<file path="src/rtl/dmem_lsu_if.sv">
// Request/response and data-memory signal bundle for the load/store unit.
// The slave modport is the LSU side; the master modport is the datapath/memory side.
interface dmem_lsu_if #(
    parameter int AW = 32
);
    logic          req_valid;
    logic          req_ready;
    logic          req_we;
    logic [1:0]    req_size;
    logic          req_signed;
    logic [AW-1:0] req_addr;
    logic [31:0]   req_wdata;
    logic          rsp_valid;
    logic [31:0]   rsp_rdata;
    logic          rsp_err;
    logic          err_sticky;
    logic          dm_we;
    logic [AW-1:0] dm_addr;
    logic [31:0]   dm_wd;
    logic [31:0]   dm_rd;

    modport slave (
        input  req_valid, req_we, req_size, req_signed, req_addr, req_wdata, dm_rd,
        output req_ready, rsp_valid, rsp_rdata, rsp_err, err_sticky, dm_we, dm_addr, dm_wd
    );

    modport master (
        output req_valid, req_we, req_size, req_signed, req_addr, req_wdata, dm_rd,
        input  req_ready, rsp_valid, rsp_rdata, rsp_err, err_sticky, dm_we, dm_addr, dm_wd
    );
endinterface

</file>
<file path="src/rtl/dmem_lsu.sv">
// Load/store unit between the datapath and a word-addressed data memory.
// Loads and word stores take one cycle; byte/half stores do a two-cycle read-modify-write.
module dmem_lsu #(
    parameter int AW = 32,
    parameter int DW = 32
) (
    input  logic     clk,
    input  logic     reset,
    dmem_lsu_if.slave bus
);

    typedef enum logic [1:0] {
        IDLE   = 2'd0,
        RMW_RD = 2'd1,
        RMW_WR = 2'd2
    } state_e;

    state_e        state_q;
    logic [AW-1:0] addr_q;
    logic [1:0]    size_q;
    logic [15:0]   wdata_q;
    logic [DW-1:0] old_q;
    logic          rsp_valid_q;
    logic          rsp_err_q;
    logic          err_sticky_q;
    logic [31:0]   rsp_rdata_q;

    logic          accept;
    logic          misaligned;
    logic          word_store;
    logic [7:0]    lane_b;
    logic [15:0]   lane_h;
    logic [31:0]   load_d;
    logic [DW-1:0] merge_d;

    assign bus.req_ready = (state_q == IDLE) && reset;
    assign accept        = bus.req_valid && bus.req_ready;

    always_comb begin
        misaligned = 1'b0;
        case (bus.req_size)
            2'b01:   misaligned = bus.req_addr[0];
            2'b10:   misaligned = (bus.req_addr[1:0] != 2'b00);
            2'b11:   misaligned = 1'b1;
            default: misaligned = 1'b0;
        endcase
    end

    assign word_store = accept && bus.req_we && !misaligned && (bus.req_size == 2'b10);

    // Little-endian lane select and extension of the load result
    always_comb begin
        lane_b = bus.dm_rd[7:0];
        case (bus.req_addr[1:0])
            2'd1:    lane_b = bus.dm_rd[15:8];
            2'd2:    lane_b = bus.dm_rd[23:16];
            2'd3:    lane_b = bus.dm_rd[31:24];
            default: lane_b = bus.dm_rd[7:0];
        endcase
        lane_h = bus.req_addr[1] ? bus.dm_rd[31:16] : bus.dm_rd[15:0];
        case (bus.req_size)
            2'b00:   load_d = {{24{bus.req_signed & lane_b[7]}}, lane_b};
            2'b01:   load_d = {{16{bus.req_signed & lane_h[15]}}, lane_h};
            default: load_d = bus.dm_rd;
        endcase
    end

    always_comb begin
        merge_d = old_q;
        if (size_q == 2'b00) begin
            case (addr_q[1:0])
                2'd1:    merge_d[15:8]  = wdata_q[7:0];
                2'd2:    merge_d[23:16] = wdata_q[7:0];
                2'd3:    merge_d[31:24] = wdata_q[7:0];
                default: merge_d[7:0]   = wdata_q[7:0];
            endcase
        end else if (addr_q[1]) begin
            merge_d[31:16] = wdata_q;
        end else begin
            merge_d[15:0] = wdata_q;
        end
    end

    // Memory port: follows the request in IDLE, the latched address during RMW
    always_comb begin
        bus.dm_addr = {bus.req_addr[AW-1:2], 2'b00};
        bus.dm_we   = 1'b0;
        bus.dm_wd   = bus.req_wdata;
        case (state_q)
            RMW_RD: begin
                bus.dm_addr = {addr_q[AW-1:2], 2'b00};
            end
            RMW_WR: begin
                bus.dm_addr = {addr_q[AW-1:2], 2'b00};
                bus.dm_we   = reset;
                bus.dm_wd   = merge_d;
            end
            default: begin
                bus.dm_we = word_store;
            end
        endcase
    end

    always_ff @(posedge clk) begin
        if (!reset) begin
            state_q      <= IDLE;
            addr_q       <= '0;
            size_q       <= 2'b00;
            wdata_q      <= '0;
            old_q        <= '0;
            rsp_valid_q  <= 1'b0;
            rsp_err_q    <= 1'b0;
            rsp_rdata_q  <= '0;
            err_sticky_q <= 1'b0;
        end else begin
            rsp_valid_q <= 1'b0;
            rsp_err_q   <= 1'b0;
            case (state_q)
                IDLE: begin
                    if (accept) begin
                        if (misaligned) begin
                            rsp_valid_q  <= 1'b1;
                            rsp_err_q    <= 1'b1;
                            rsp_rdata_q  <= '0;
                            err_sticky_q <= 1'b1;
                        end else if (!bus.req_we) begin
                            rsp_valid_q <= 1'b1;
                            rsp_rdata_q <= load_d;
                        end else if (bus.req_size == 2'b10) begin
                            rsp_valid_q <= 1'b1;
                        end else begin
                            addr_q  <= bus.req_addr;
                            size_q  <= bus.req_size;
                            wdata_q <= bus.req_wdata[15:0];
                            state_q <= RMW_RD;
                        end
                    end
                end
                RMW_RD: begin
                    old_q   <= bus.dm_rd;
                    state_q <= RMW_WR;
                end
                RMW_WR: begin
                    rsp_valid_q <= 1'b1;
                    state_q     <= IDLE;
                end
                default: state_q <= IDLE;
            endcase
        end
    end

    assign bus.rsp_valid  = rsp_valid_q;
    assign bus.rsp_err    = rsp_err_q;
    assign bus.rsp_rdata  = rsp_rdata_q;
    assign bus.err_sticky = err_sticky_q;

endmodule

</file>
<file path="src/flat_wrapper.sv">
// flat-port wrapper written by rule: the top's interface ports become plain ports
module dmem_lsu_flat 
#(
    parameter int AW = 32,
    parameter int DW = 32
)
  (clk, reset, bus_req_valid, bus_req_we, bus_req_size, bus_req_signed, bus_req_addr, bus_req_wdata, bus_dm_rd, bus_req_ready, bus_rsp_valid, bus_rsp_rdata, bus_rsp_err, bus_err_sticky, bus_dm_we, bus_dm_addr, bus_dm_wd);
  dmem_lsu_if #(.AW(AW)) bus_i ();
  input  logic clk;
  input  logic reset;
  input wire logic [$bits(bus_i.req_valid)-1:0] bus_req_valid;
  input wire logic [$bits(bus_i.req_we)-1:0] bus_req_we;
  input wire logic [$bits(bus_i.req_size)-1:0] bus_req_size;
  input wire logic [$bits(bus_i.req_signed)-1:0] bus_req_signed;
  input wire logic [$bits(bus_i.req_addr)-1:0] bus_req_addr;
  input wire logic [$bits(bus_i.req_wdata)-1:0] bus_req_wdata;
  input wire logic [$bits(bus_i.dm_rd)-1:0] bus_dm_rd;
  output wire logic [$bits(bus_i.req_ready)-1:0] bus_req_ready;
  output wire logic [$bits(bus_i.rsp_valid)-1:0] bus_rsp_valid;
  output wire logic [$bits(bus_i.rsp_rdata)-1:0] bus_rsp_rdata;
  output wire logic [$bits(bus_i.rsp_err)-1:0] bus_rsp_err;
  output wire logic [$bits(bus_i.err_sticky)-1:0] bus_err_sticky;
  output wire logic [$bits(bus_i.dm_we)-1:0] bus_dm_we;
  output wire logic [$bits(bus_i.dm_addr)-1:0] bus_dm_addr;
  output wire logic [$bits(bus_i.dm_wd)-1:0] bus_dm_wd;
  assign bus_i.req_valid = bus_req_valid;
  assign bus_i.req_we = bus_req_we;
  assign bus_i.req_size = bus_req_size;
  assign bus_i.req_signed = bus_req_signed;
  assign bus_i.req_addr = bus_req_addr;
  assign bus_i.req_wdata = bus_req_wdata;
  assign bus_i.dm_rd = bus_dm_rd;
  assign bus_req_ready = bus_i.req_ready;
  assign bus_rsp_valid = bus_i.rsp_valid;
  assign bus_rsp_rdata = bus_i.rsp_rdata;
  assign bus_rsp_err = bus_i.rsp_err;
  assign bus_err_sticky = bus_i.err_sticky;
  assign bus_dm_we = bus_i.dm_we;
  assign bus_dm_addr = bus_i.dm_addr;
  assign bus_dm_wd = bus_i.dm_wd;
  dmem_lsu #(.AW(AW), .DW(DW)) u_core (.clk(clk), .reset(reset), .bus(bus_i));
endmodule
</file>
<file path="config.mk">
export PLATFORM = sky130hd
export DESIGN_NAME = dmem_lsu_flat
export DESIGN_NICKNAME = d
export VERILOG_FILES = /design/src/rtl/dmem_lsu_if.sv /design/src/rtl/dmem_lsu.sv /design/src/flat_wrapper.sv
export SDC_FILE = /design/constraint.sdc
export NUM_CORES = 1
export LEC_CHECK = 0
export CORE_ASPECT_RATIO = 1.2
export CORE_MARGIN = 2
export CORE_UTILIZATION = 42
export DETAILED_ROUTE_END_ITERATION = 10
export PLACE_DENSITY_LB_ADDON = 0.05
export SLEW_MARGIN = 5
export SYNTH_ARGS = -nofsm -noshare
export SYNTH_HDL_FRONTEND = slang
export SYNTH_SLANG_ARGS = --single-unit
</file>
<file path="constraint.sdc">
create_clock -name clk -period 2.4 [get_ports clk]
set_input_delay 0.72 -clock clk [delete_from_list [all_inputs] [get_ports clk]]
set_output_delay 0.72 -clock clk [all_outputs]
set_load 0.01 [all_outputs]
</file>
# After elaboration in Yosys (flattened, before gate mapping)
# Index checks and enable logic that the tools add are counted.
# word_totals
regBits,119
output_inout_bits,101
# op_classes
n_mux,27
eq_ne,16
n_reduce_logical,17
bitwise,4
# op_table
op,count
32-bit two-way mux,5
32-bit one-hot mux with 2 select lines,1
16-bit two-way mux,3
8-bit two-way mux,4
8-bit one-hot mux with 3 select lines,1
2-bit equality test (second input constant),7
3-bit AND reduction,3
2-bit by 1-bit equality test with 1-bit output (second input constant),4
2-bit two-way mux,4
2-bit zero test,3
2-bit != test (second input constant),3
1-bit logical AND,5
1-bit two-way mux,5
5-bit AND reduction,1
2-bit by 1-bit != test with 1-bit output (second input constant),2
1-bit one-hot mux with 2 select lines,2
2-bit one-hot mux with 2 select lines,1
4-bit AND reduction,1
1-bit one-hot mux with 3 select lines,1
3-bit OR reduction,1
1-bit AND,2
1-bit NOT,2
2-bit nonzero test,1
2-bit OR reduction,1
1-bit zero test,1

# Logic depth before layout (Yosys ltp)
# depth
word_depth,7
depth_mapped,8
mapped_depth_nobuf,6

# Worst setup path before layout
# Ideal clock, no wire load.
# synth_path
path_kind,reg2out
startpoint,register u_core.state_q[0]
endpoint,output port bus_dm_addr[10]
path_buffers,2
t_arrival_ps,1615
required_time_ps,1680
path_slack_ps,65
path_stages_with_launch,6
path_cell_list,dfxtp_1 -> inv_1 -> ha_1 -> clkbuf_1 -> buf_1 -> mux2_2
# synth_via
elab_chain_cells,3
# synth_lines
item,line_no,text
from (decl),dmem_lsu.sv:18,state_e state_q;
from (signal assigned),dmem_lsu.sv:106,state_q <= IDLE;
from (signal assigned),dmem_lsu.sv:135,state_q <= RMW_RD;
from (signal assigned),dmem_lsu.sv:141,state_q <= RMW_WR;
2-bit equality test or 2-bit by 1-bit equality test with 1-bit output (tied branches),dmem_lsu.sv:89,case (state_q)
2-bit OR reduction (no source line) (*),n/a,
32-bit two-way mux (*),dmem_lsu.sv:89,
to (decl),flat_wrapper.sv:24,output wire logic [$bits(bus_i.dm_addr)-1:0] bus_dm_addr;
# Every way passes the cells marked *; elsewhere a longest branch is shown, timed or not.

# Worst setup path after layout
# layout_path
startpoint,register u_core.size_q[0]
endpoint,output port bus_dm_wd[18]
# layout_via
elab_chain_cells,3
# layout_lines
item,line_no,text
from (decl),dmem_lsu.sv:20,logic [1:0] size_q;
from (signal assigned),dmem_lsu.sv:133,size_q <= bus.req_size;
2-bit zero test,dmem_lsu.sv:70,if (size_q == 2'b00) begin
32-bit two-way mux,dmem_lsu.sv:70,
32-bit two-way mux,dmem_lsu.sv:89,
to (decl),flat_wrapper.sv:25,output wire logic [$bits(bus_i.dm_wd)-1:0] bus_dm_wd;
# No other way between the ends.

==> results.yml <==
cells_and_area:
  mostFrequentLayoutCells: "clkdlybuf4s50_1, dfxtp_1, nand2_1"
  fin_area_um2: 10000
  final_layout_size_suffix_gt1_share_pct: 30.5
  flow.area_growth_from_synthesis_pct: 62.2
  fin_nets: 1062
  utilization_pct: 69.5
  layout_commonest_cell: "clkdlybuf4s50_1"
  insertedDiodeCount: 0
clock_tree:
  cts_htree_levels: 4
  cts_tree: "built"
  clock_insertion_delay_worst_skew_ns: 0.41
  buffer_depth_of_the_longest_clock_path: 2
  clk_root_buffer_cell: "clkbuf_16"
  hold_fix_buffers_at_cts: 0
  cts.reportedPaths.clkPinSlew_ns: 0.06
  cts_sinks: 119
  cts-buffers-inserted: 17
timing:
  final.setup_skew_ns: 0.00738
  fmax_mhz: 381
  worst_pin_slew_ns: 0.732
  hold-worst-slack_ns: 0.462
  setup-violations-final: 62
  timing.setup.tns_ns: -8.25
  fin_crit_sh_pct: 109
  finalWorstSetupSlack_ns: -0.222
  timing.max_slew.rel_slack_pct: 50.9
  hold_violations: 0
  grt_setup_unrepaired: "true"
  final_max_slew_viol_count: 0
  period_needed_ns: 2.62
routing:
  dr.pass1.iters: 5
  final_antenna_net_count: 0
  number_of_remaining_drc_errors: 0
  count_of_vias_placed_by_the_detailed_router: 6023
  detail_route.iter0.violations: 288
  via_per_inst: 5.27
  routed_wirelength_mm: 19.9
  route.detailed.wl_per_inst_um: 17.4
power:
  totalPowerFinal_uw: 7300
  pwr_density_cell_nw_per_um2: 728
  vdd.ir_drop.worst_mv: 0.530
  p_leak_uw: 0.00398
synthesis:
  post_synthesis_instance_area_um2: 6180
  synth-edff-count: 0
  synth_async_sr_flop_share_pct: 0
  synth.largest_area_cell: "dfxtp_1"
  ys_top_cells_by_area: "dfxtp_1, mux2i_1, mux2_2, nand2_1, nor2b_1"
  synth.yosys.warnings: 0
  netlist_instances: 697
  register_bit_count_reported_by_yosys: 119
  synthDominantCellAreaShare_pct: 38.6
  ys_dominant_reg_cell: "dfxtp_1"
  synthDistinctLibCells: 49
  syn_area_per_cell_um2: 8.86
  synth-seq-area-share_pct: 38.6
floorplan:
  boundaryPins: 204
  die_area_um2: 15700
  die_h_um: 137
  starting_density_of_the_core_pct: 42.9
  die_width_um: 115
  coreArea_um2: 14400
  rows: 48
global_routing:
  first_pass_grt_wire_length_mm: 31.1
  grt_pass1_vias: 6189
  globalRouteOverflowTotal: 0
  antenna_found_initial: 0
  grt_max_degree: 67
  grt_util_all_layers_pct: 25.4
worst_setup_path:
  required_time_of_the_critical_path_ns: 1.68
  crit_path_max_incr_delay_ns: 0.32
  endpoint_kind: "output pin"
  kind_of_critical_path: "flop to output pin"
  timing.critical_path.slowest_stage_cell: "dfxtp_2"
  worstPathCellList: "or2_4 > buf_6 > o21ai_4 > buf_12 > mux2i_1 > a21oi_1 > buf_2"
  critical_path_arrival_ns: 1.90
  path_max_fanout: 8
  startpoint_type: "flop"
placement:
  place_congestion: 0.905
  dpl-instance-area_um2: 8820
  buffer_ports.inserted: 201
  detailed_place_hpwl_mm: 14.2
job:
  cap_violations: 0
run_status:
  violations_in_the_final_reports: "setup timing"
  result_of_the_run: "finished, violations left"
worst_hold_path:
  hold_crit_class: "flop to flop"
==> repair_timing <==
action | CTS | global route
endpoints found under the hold margin | 0 | 0
buffers inserted | 17 | 1
gates resized for setup | 423 | 16
endpoints found under the setup margin | 88 | 63
cloned | 3 | 0
pin swaps | 29 | 16
==> synthesized netlist by cell type (all sizes together) (2+ instances only) <==
master     n
nand3      3
a21oi     28
mux4       3
a21boi    49
o21ai     36
inv       20
mux2      39
nand2    108
nor2b     59
dfxtp    119
o21a       5
a22o      25
o2bb2ai    4
ha         5
mux2i     53
and3b      2
and2       2
nand2b    16
o221ai    16
buf       21
o221a      2
a22oi      7
nor2      19
a41o       2
and3       3
clkbuf    36
==> kinds of logic after synthesis <==
kind of cell	after synthesis	synth area share, %
and+or+nand+nor	218	17.1
AOI/OAI and AO/OA	181	21.0
DFF	119	38.6
muxes	95	16.8
buffers and inverters	78	5.47
adders and majority gates	5	1.01
other	1	0.0607
==> worst paths after layout <==
kind | startpoint | end | depth (start not counted) | slack, ns
max reg2reg | u_core.state_q[0] | u_core.bus.rsp_rdata[25] | 7 | 0.41
max | u_core.size_q[0] | bus_dm_wd[18] | 7 | -0.22
min | u_core.addr_q[17] | u_core.addr_q[17] | 2 | 0.46
min reg2reg | u_core.addr_q[17] | u_core.addr_q[17] | 2 | 0.46
==> power by group <==
| part | internal [µW] | switching (µW) | leakage (µW) |
|---|---|---|---|
| clock network | 1740 | 954 | 0.000307 |
| registers | 2130 | 121 | 0.000966 |
| logic | 1360 | 988 | 0.00271 |
==> registers in the layout (all words and copies together), names as in the netlist <==
| signal | count |
|---|---|
| u_core.bus.err_sticky | 1 |
| u_core.wdata_q | 16 |
| u_core.old_q | 32 |
| u_core.bus.rsp_rdata | 32 |
| u_core.size_q | 2 |
| u_core.addr_q | 32 |
| u_core.bus.rsp_valid | 1 |
| u_core.state_q | 2 |
| u_core.bus.rsp_err | 1 |
==> layout make-up <==
class                      instances  area (µm²)
fill                            1158        4390
timing repair buffer             294        2810
clock buffer                      17         425
tap                              175         219
clock inverter                    15         204
sequential                       119        2390
multi-input combinational        501        3890
inverter                          21        81.3
==> stage by stage <==
stage | setup slack, ns | instances
floorplan | 0.0652 | 698
CTS | -0.260 | 1142
global placement | -0.759 | 1090
finish | -0.222 | 1142
detailed placement | -0.803 | 1090
global route | -0.288 | 1142
==> worst max-delay path, delay by kind of cell (launching register included) <==
kind            cells  cell delay [ns]
compound gates      2             0.23
simple gates        1             0.28
buf+inv             3             0.44
flops               1             0.32
mux                 1             0.22
==> metal layers <==
metal	share of wire, %	global-route usage (%)	vias up
li1	-	-	2954
met1	43	30.1	2852
met2	50	44.6	190
met3	5.4	6.38	27
met4	1.7	8.84	0
met5	0	0	-
Note: power is estimated with default switching activity, not from simulation.
